### src/rtl/irq_pkg.sv
// Shared types and helpers for the irq_pri_ctrl block.
package irq_pkg;

    localparam int unsigned NREQ = 4;
    localparam int unsigned CW   = 2;
    localparam int unsigned TW   = 8;

    typedef enum logic {
        IDLE = 1'b0,
        PRES = 1'b1
    } state_e;

    // Expand a 2-bit line index into its 4-bit one-hot mask.
    function automatic logic [NREQ-1:0] onehot4(input logic [CW-1:0] c);
        logic [NREQ-1:0] r;
        r    = '0;
        r[c] = 1'b1;
        return r;
    endfunction

endpackage

### src/rtl/irq_pri_ctrl_pri_enc4.sv
// 4->2 priority encoder, bit 3 has highest priority.
module pri_enc4
    import irq_pkg::*;
(
    input  logic [NREQ-1:0] req_i,
    output logic [CW-1:0]   code_o,
    output logic            any_o
);

    // Highest set bit wins; code is 0 when nothing is set.
    always_comb begin
        code_o = 2'd0;
        any_o  = |req_i;
        if (req_i[3])      code_o = 2'd3;
        else if (req_i[2]) code_o = 2'd2;
        else if (req_i[1]) code_o = 2'd1;
        else               code_o = 2'd0;
    end

endmodule

### src/rtl/irq_pri_ctrl.sv
// Interrupt front end: edge capture, priority encode, valid/ack presentation
// with timeout. Optional feature macro: IRQ_MASK_EN (adds the mask port).
module irq_pri_ctrl
    import irq_pkg::*;
#(
    parameter int unsigned TMO_CYC = 15
) (
    input  logic            clk,
    input  logic            rst,
    input  logic            en,
    input  logic [NREQ-1:0] req,
    input  logic            ack,
`ifdef IRQ_MASK_EN
    input  logic [NREQ-1:0] mask,
`endif
    output logic            valid,
    output logic [CW-1:0]   code,
    output logic [NREQ-1:0] pend,
    output logic            tmo
);

    state_e          state_q;
    logic [NREQ-1:0] req_q;
    logic [NREQ-1:0] pend_q;
    logic [NREQ-1:0] pend_d;
    logic [NREQ-1:0] eligible;
    logic [NREQ-1:0] clr;
    logic [CW-1:0]   code_q;
    logic [CW-1:0]   enc_code;
    logic            enc_any;
    logic            valid_q;
    logic            tmo_q;
    logic [TW-1:0]   timer_q;

    // Masked lines stay pending but do not take part in arbitration.
    always_comb begin
`ifdef IRQ_MASK_EN
        eligible = pend_q & ~mask;
`else
        eligible = pend_q;
`endif
    end

    pri_enc4 u_enc (
        .req_i  (eligible),
        .code_o (enc_code),
        .any_o  (enc_any)
    );

    // Next pending value: clear served line on ack, new rising edges win over the clear.
    always_comb begin
        clr    = '0;
        pend_d = pend_q;
        if (state_q == PRES && en && ack) begin
            clr = onehot4(code_q);
        end
        if (en) begin
            pend_d = (pend_q & ~clr) | (req & ~req_q);
        end
    end

    // Capture registers, presentation FSM and timeout timer.
    always_ff @(posedge clk) begin
        if (rst) begin
            state_q <= IDLE;
            req_q   <= '0;
            pend_q  <= '0;
            code_q  <= '0;
            valid_q <= 1'b0;
            tmo_q   <= 1'b0;
            timer_q <= '0;
        end else begin
            req_q  <= req;
            pend_q <= pend_d;
            tmo_q  <= 1'b0;
            case (state_q)
                IDLE: begin
                    if (en && enc_any) begin
                        code_q  <= enc_code;
                        valid_q <= 1'b1;
                        timer_q <= '0;
                        state_q <= PRES;
                    end
                end
                PRES: begin
                    if (!en || ack) begin
                        valid_q <= 1'b0;
                        state_q <= IDLE;
                    end else if (timer_q == TW'(TMO_CYC - 1)) begin
                        valid_q <= 1'b0;
                        tmo_q   <= 1'b1;
                        state_q <= IDLE;
                    end else begin
                        timer_q <= timer_q + TW'(1);
                    end
                end
                default: begin
                    valid_q <= 1'b0;
                    state_q <= IDLE;
                end
            endcase
        end
    end

    assign valid = valid_q;
    assign code  = code_q;
    assign pend  = pend_q;
    assign tmo   = tmo_q;

endmodule

### config.mk
export PLATFORM = sky130hd
export DESIGN_NAME = irq_pri_ctrl
export DESIGN_NICKNAME = d
export VERILOG_FILES = /design/src/rtl/irq_pkg.sv /design/src/rtl/irq_pri_ctrl_pri_enc4.sv /design/src/rtl/irq_pri_ctrl.sv
export SDC_FILE = /design/constraint.sdc
export NUM_CORES = 1
export LEC_CHECK = 0
export ABC_AREA = 1
export CAP_MARGIN = 20
export CORE_MARGIN = 1.5
export CORE_UTILIZATION = 51
export CTS_CLUSTER_SIZE = 8
export DETAILED_ROUTE_END_ITERATION = 7
export GPL_TIMING_DRIVEN = 0
export PLACE_DENSITY_LB_ADDON = 0.15
export SLEW_MARGIN = 25
export SYNTH_ARGS = -nofsm -noshare
export SYNTH_HDL_FRONTEND = slang
export SYNTH_SLANG_ARGS = --single-unit
### constraint.sdc
create_clock -name clk -period 1.95 [get_ports clk]
set_clock_uncertainty 0.2 [all_clocks]
set_input_delay 0.195 -clock clk [delete_from_list [all_inputs] [get_ports clk]]
set_output_delay 0.195 -clock clk [all_outputs]
set_load 0.02 [all_outputs]
# --- Yosys cells after proc, flatten, opt, wreduce, memory -nomap -nowiden ---
# Index checks and enable logic that the tools add are counted.
word_totals:
  input_bits: 8
  register_bits: 21
  word_cells: 51
op_classes:
  eq_ne: 5
  addsub: 1
  n_bitwise: 6
  n_reduce_logical: 11
  mux: 19
  n_lt_le_gt_ge: 2
ops:
  columns: ["op", "count"]
  rows:
  - ["$mux W8", 3]
  - ["$pmux W8 S2", 1]
  - ["$mux W1", 9]
  - ["$add A8 B1 Y8 const B", 1]
  - ["$and A4 B4 Y4", 2]
  - ["$eq A8 B4 Y1 const B", 1]
  - ["$not A4 Y4", 2]
  - ["$ne A2 B2 Y1 const B", 3]
  - ["$logic_and A1 B1 Y1", 4]
  - ["$mux W2", 2]
  - ["$mux W4", 1]
  - ["$or A4 B4 Y4", 1]
  - ["$pmux W1 S2", 2]
  - ["$reduce_and A2 Y1", 2]
  - ["$reduce_or A4 Y1", 1]
  - ["$lt A2 B3 Y1 const B", 1]
  - ["$ne A3 B1 Y1 const B", 1]
  - ["$reduce_and A3 Y1", 1]
  - ["$reduce_or A3 Y1", 1]
  - ["$demux W1 S2", 1]
  - ["$ge A2 B1 Y1 const B", 1]
  - ["$logic_not A1 Y1", 1]
  - ["$logic_or A1 B1 Y1", 1]
  - ["$not A1 Y1", 1]

# --- Depth between registers and ports, before layout ---
logic_depth:
  depth_word: 8
  mapped_depth: 9
  ltp_nobuf: 8

# --- Cells and area by module ---
# A second synthesis with hierarchy kept.
unflattened:
  cells_unflattened: 133
  area_unflattened_um2: 968.4
modules_own_cells:
  columns: ["mod", "n_inst", "seq_area_each_um2", "area_each_um2", "cells_each"]
  rows:
  - ["irq_pri_ctrl", 1, 420.4, 935.9, 125]
  - ["pri_enc4", 1, 0.0, 32.5, 8]

# --- Worst setup path after synthesis ---
# Ideal clock, no wire load.
synth_timing:
  path_type: "reg2reg"
  from: "register timer_q[0]"
  to: "register timer_q[2]"
  stages_incl_launch_ff: 9
  slack_ns: 0.424
  arrival_ns: 1.212
  path_cell_list: "dfxtp_1 inv_1 ha_1 nand3_2 o21bai_4 nand2_2 buf_6 a21oi_1 nor2_1"
synth_between:
  elab_chain_len: 4
  word_cells_on_any_way: 7
  cone_classes: "add/sub: 1; eq/ne: 2; mux: 3; reduce/logical: 1"
synth_rtl:
  columns: ["item", "line", "text"]
  rows:
  - ["start, declared", "irq_pri_ctrl.sv:33", "logic [TW-1:0] timer_q;"]
  - ["start signal, assigned", "irq_pri_ctrl.sv:94", "timer_q <= timer_q + TW'(1);"]
  - ["$add A8 B1 Y8", "irq_pri_ctrl.sv:94", null]
  - ["$mux W8", "irq_pri_ctrl.sv:89", "end else if (timer_q == TW'(TMO_CYC - 1)) begin"]
  - ["$mux W8", "irq_pri_ctrl.sv:86", "if (!en || ack) begin"]
  - ["$pmux W8 S2", "irq_pri_ctrl.sv:76", "case (state_q)"]
# Several ways; a longest one is shown, not always the timed one. The select of a mux whose other input is x is not followed.
# A chain may end at the register's enable or synchronous reset.

# --- Worst setup path in the final report ---
layout_timing:
  from: "register code_q[1], in the netlist code[1]"
  to: "output port code[1]"
layout_rtl:
  columns: ["item", "line", "text"]
  rows:
  - ["start, declared", "irq_pri_ctrl.sv:28", "logic [CW-1:0] code_q;"]
  - ["start signal, assigned", "irq_pri_ctrl.sv:79", "code_q <= enc_code;"]
  - ["end, declared", "irq_pri_ctrl.sv:17", "output logic [CW-1:0] code,"]
# No word-level cell between the ends.

==> impl_metrics.json <==
{
  "outcome": "finished clean",
  "cts-root-buf": "clkbuf_4",
  "drt-initial-drc-count": 24,
  "hold_ws_ps": 230.3,
  "fmax_mhz": 566.1,
  "worstPathMaxFanout": 5,
  "final_layout_size_suffix_gt1_frac": 0.07006,
  "finalHoldViolCount": 0,
  "mappedNetlistArea_sq_um": 999.7,
  "start_kind": "flop",
  "ir_drop_v": 0.0005164,
  "ys_seq_area_frac": 0.4205,
  "rows": 15,
  "place_area_sq_um": 1171,
  "slowest_delay_ps": 640,
  "highest_layer": "met4",
  "cts_resized": 0,
  "setup_viol": 0,
  "critical_path.startpoint": "code[1]$_SDFFE_PP0P_",
  "wl_met1_microns": 1052,
  "vias": 932,
  "r2r_start": "timer_q[0]$_SDFFE_PP0P_",
  "crit_type": "flop to output port",
  "crit_required_ps": 1550,
  "antenna_cells": 0,
  "layout_common_cells": "34 x nand2_1, 21 x dfxtp_1, 18 x inv_1",
  "rrSetupSlack_ps": 240,
  "yosys_warnings": 0,
  "relSlewSlack": 0.7234,
  "grt_overflow": 0,
  "critPathBufInv": 1,
  "grt_util_all_layers": 0.2075,
  "clk_pin_slew_ps": 120,
  "cts_made_buffers": 3,
  "syn_area_per_cell_sq_um": 7.244,
  "io_buffers": 14,
  "period_share": 0.9058,
  "insertion_delay_ps": 300,
  "endpoint_kind": "output port",
  "synth.area.top_cells": "dfxtp_1 42%, nand2_1 13%, a21oi_1 8.0%",
  "synth_fp_nets": 148,
  "max_cap_violations": 0,
  "cts_tree": "done",
  "initial_utilization": 0.5607,
  "crit_arrival_ps": 1370,
  "layout.nets": 168,
  "rsz0062_at_grt": "no",
  "crit_family": "buffers and inverters",
  "antenna_found_initial": 0,
  "synth.distinct_cells": 19,
  "p_leak_uw": 0.0004910,
  "cp_num_cells": 1,
  "synth_seq_cells": 21,
  "syn_to_final_growth_pct": 20.90,
  "mostFrequentLayoutCell": "nand2_1",
  "grt_pass1_vias": 755,
  "htree_levels": 1,
  "p_total_uw": 816.9,
  "synth_top_cell_area_share": 0.4205,
  "yosys.area.top_type": "dfxtp_1",
  "gp_congestion": 0.8469,
  "dr_wl_met3_microns": 62,
  "io_pins": 16,
  "slowest_stage": "clkdlybuf4s50_1",
  "coreArea_sq_um": 1783,
  "reg2regPathDepth": 8,
  "remaining_drc_errors": 0,
  "setup_tns_ps": 0,
  "numClockSinks": 21,
  "dp_slack_ps": 235.5,
  "fin_crit_ps": 1766,
  "setup.worst_path.end": "code[1]",
  "grt_pass1_wl_microns": 3222,
  "wl_microns": 2051,
  "die_w_microns": 47.28,
  "power.density_nw_per_um2": 675.8,
  "fill_cells": 152,
  "routedWlPerCell_microns": 11.27,
  "drtPass1Iterations": 4,
  "die_h_microns": 47.28,
  "setup_slack_ps": 183.6,
  "grt_max_degree": 13,
  "hold_class": "input port to flop",
  "worstReg2RegEnd": "timer_q[5]$_SDFFE_PP0P_",
  "die-area_sq_um": 2235,
  "drtAntennaViolNets": 0,
  "final_area_sq_um": 1209,
  "vias_per_cell": 5.121,
  "path_cells": "clkdlybuf4s50_1",
  "dr_wl_met2_microns": 898,
  "slew_viol_final": 0,
  "clock_path_buffers": 2,
  "worstMarginPinSlew_ps": 414.9,
  "hpwl_microns": 1494,
  "netlist_instances": 138
}
[repair_timing]
item	CTS	global route
endpoints found under the setup margin	0	0
hold buffers	1	0
buffers inserted	0	0
endpoints found under the hold margin	6	0
[where the power goes]
group / leakage [uW] / internal (uW) / switching [uW] / total [uW]
Sequential: 0.000172 / 447 / 13.1 / 460
Combinational: 0.000302 / 64.2 / 79.2 / 143
Clock: 0.0000177 / 76.5 / 137 / 214
Total: 0.000491 / 588 / 229 / 817
[registers in the layout, summed over array words and instances, names as in the netlist]
name	cells
timer_q	8
state_q	1
pend	4
valid	1
code	2
req_q	4
tmo	1
[cell usage after synthesis, drive strengths merged]
cell,count
nand2,35
dfxtp,21
inv,18
nor2,17
a21oi,16
nand3,11
nand3b,4
o31ai,4
buf,3
ha,2
o21ai,2
clkbuf,1
nor3b,1
nor4,1
o211ai,1
o21bai,1
[how the worst min path moves through the flow]
| stage | startpoint | endpoint | slack [ps] | cells after the start |
|---|---|---|---|---|
| final | req[3] | req_q[3]$_SDFF_PP0_ | 230 | 3 |
| after global placement | req_q[1]$_SDFF_PP0_ | pend[1]$_SDFFE_PP0P_ | 280 | 2 |
| after floorplan | rst | timer_q[1]$_SDFFE_PP0P_ | 60 | 1 |
| after global routing | req[2] | req_q[2]$_SDFF_PP0_ | 230 | 3 |
| after detailed placement | req_q[2]$_SDFF_PP0_ | pend[2]$_SDFFE_PP0P_ | 280 | 2 |
| after CTS | req[0] | req_q[0]$_SDFF_PP0_ | 230 | 3 |
[area by class of cell]
cell class | instances | area (sq um) | share of cell area
Clock buffer | 3 | 22.52 | 0.01863
Buffer | 4 | 33.78 | 0.02795
Inverter | 18 | 67.56 | 0.05590
Clock inverter | 1 | 5.005 | 0.004141
Sequential cell | 21 | 420.4 | 0.3478
Multi-Input combinational cell | 95 | 478.0 | 0.3954
Tap cell | 25 | 31.28 | 0.02588
Timing Repair Buffer | 15 | 150.1 | 0.1242
[logic make-up (layout without fill, tap and decap cells)]
family                     Yosys count  after routing  synth area share
DFF                                 21             21            0.4205
and+or+nand+nor                     69             69            0.3066
AOI/OAI and AO/OA                   24             24            0.1464
adders and majority gates            2              2           0.02503
buffers and inverters               22             41            0.1014
[stage by stage]
stage,util,instances
after global placement,0.6568,177
after floorplan,-,138
after CTS,0.6779,182
after detailed placement,0.6568,177
final,0.6779,182
after global routing,0.6779,182
[metal layers]
layer | vias to the layer above | GRT usage
met5 | - | 0
met4 | 0 | 0.08333
met3 | 6 | 0.03462
met2 | 17 | 0.3162
met1 | 427 | 0.2904
li1 | 482 | -
Power figures use the tool's default switching activity.
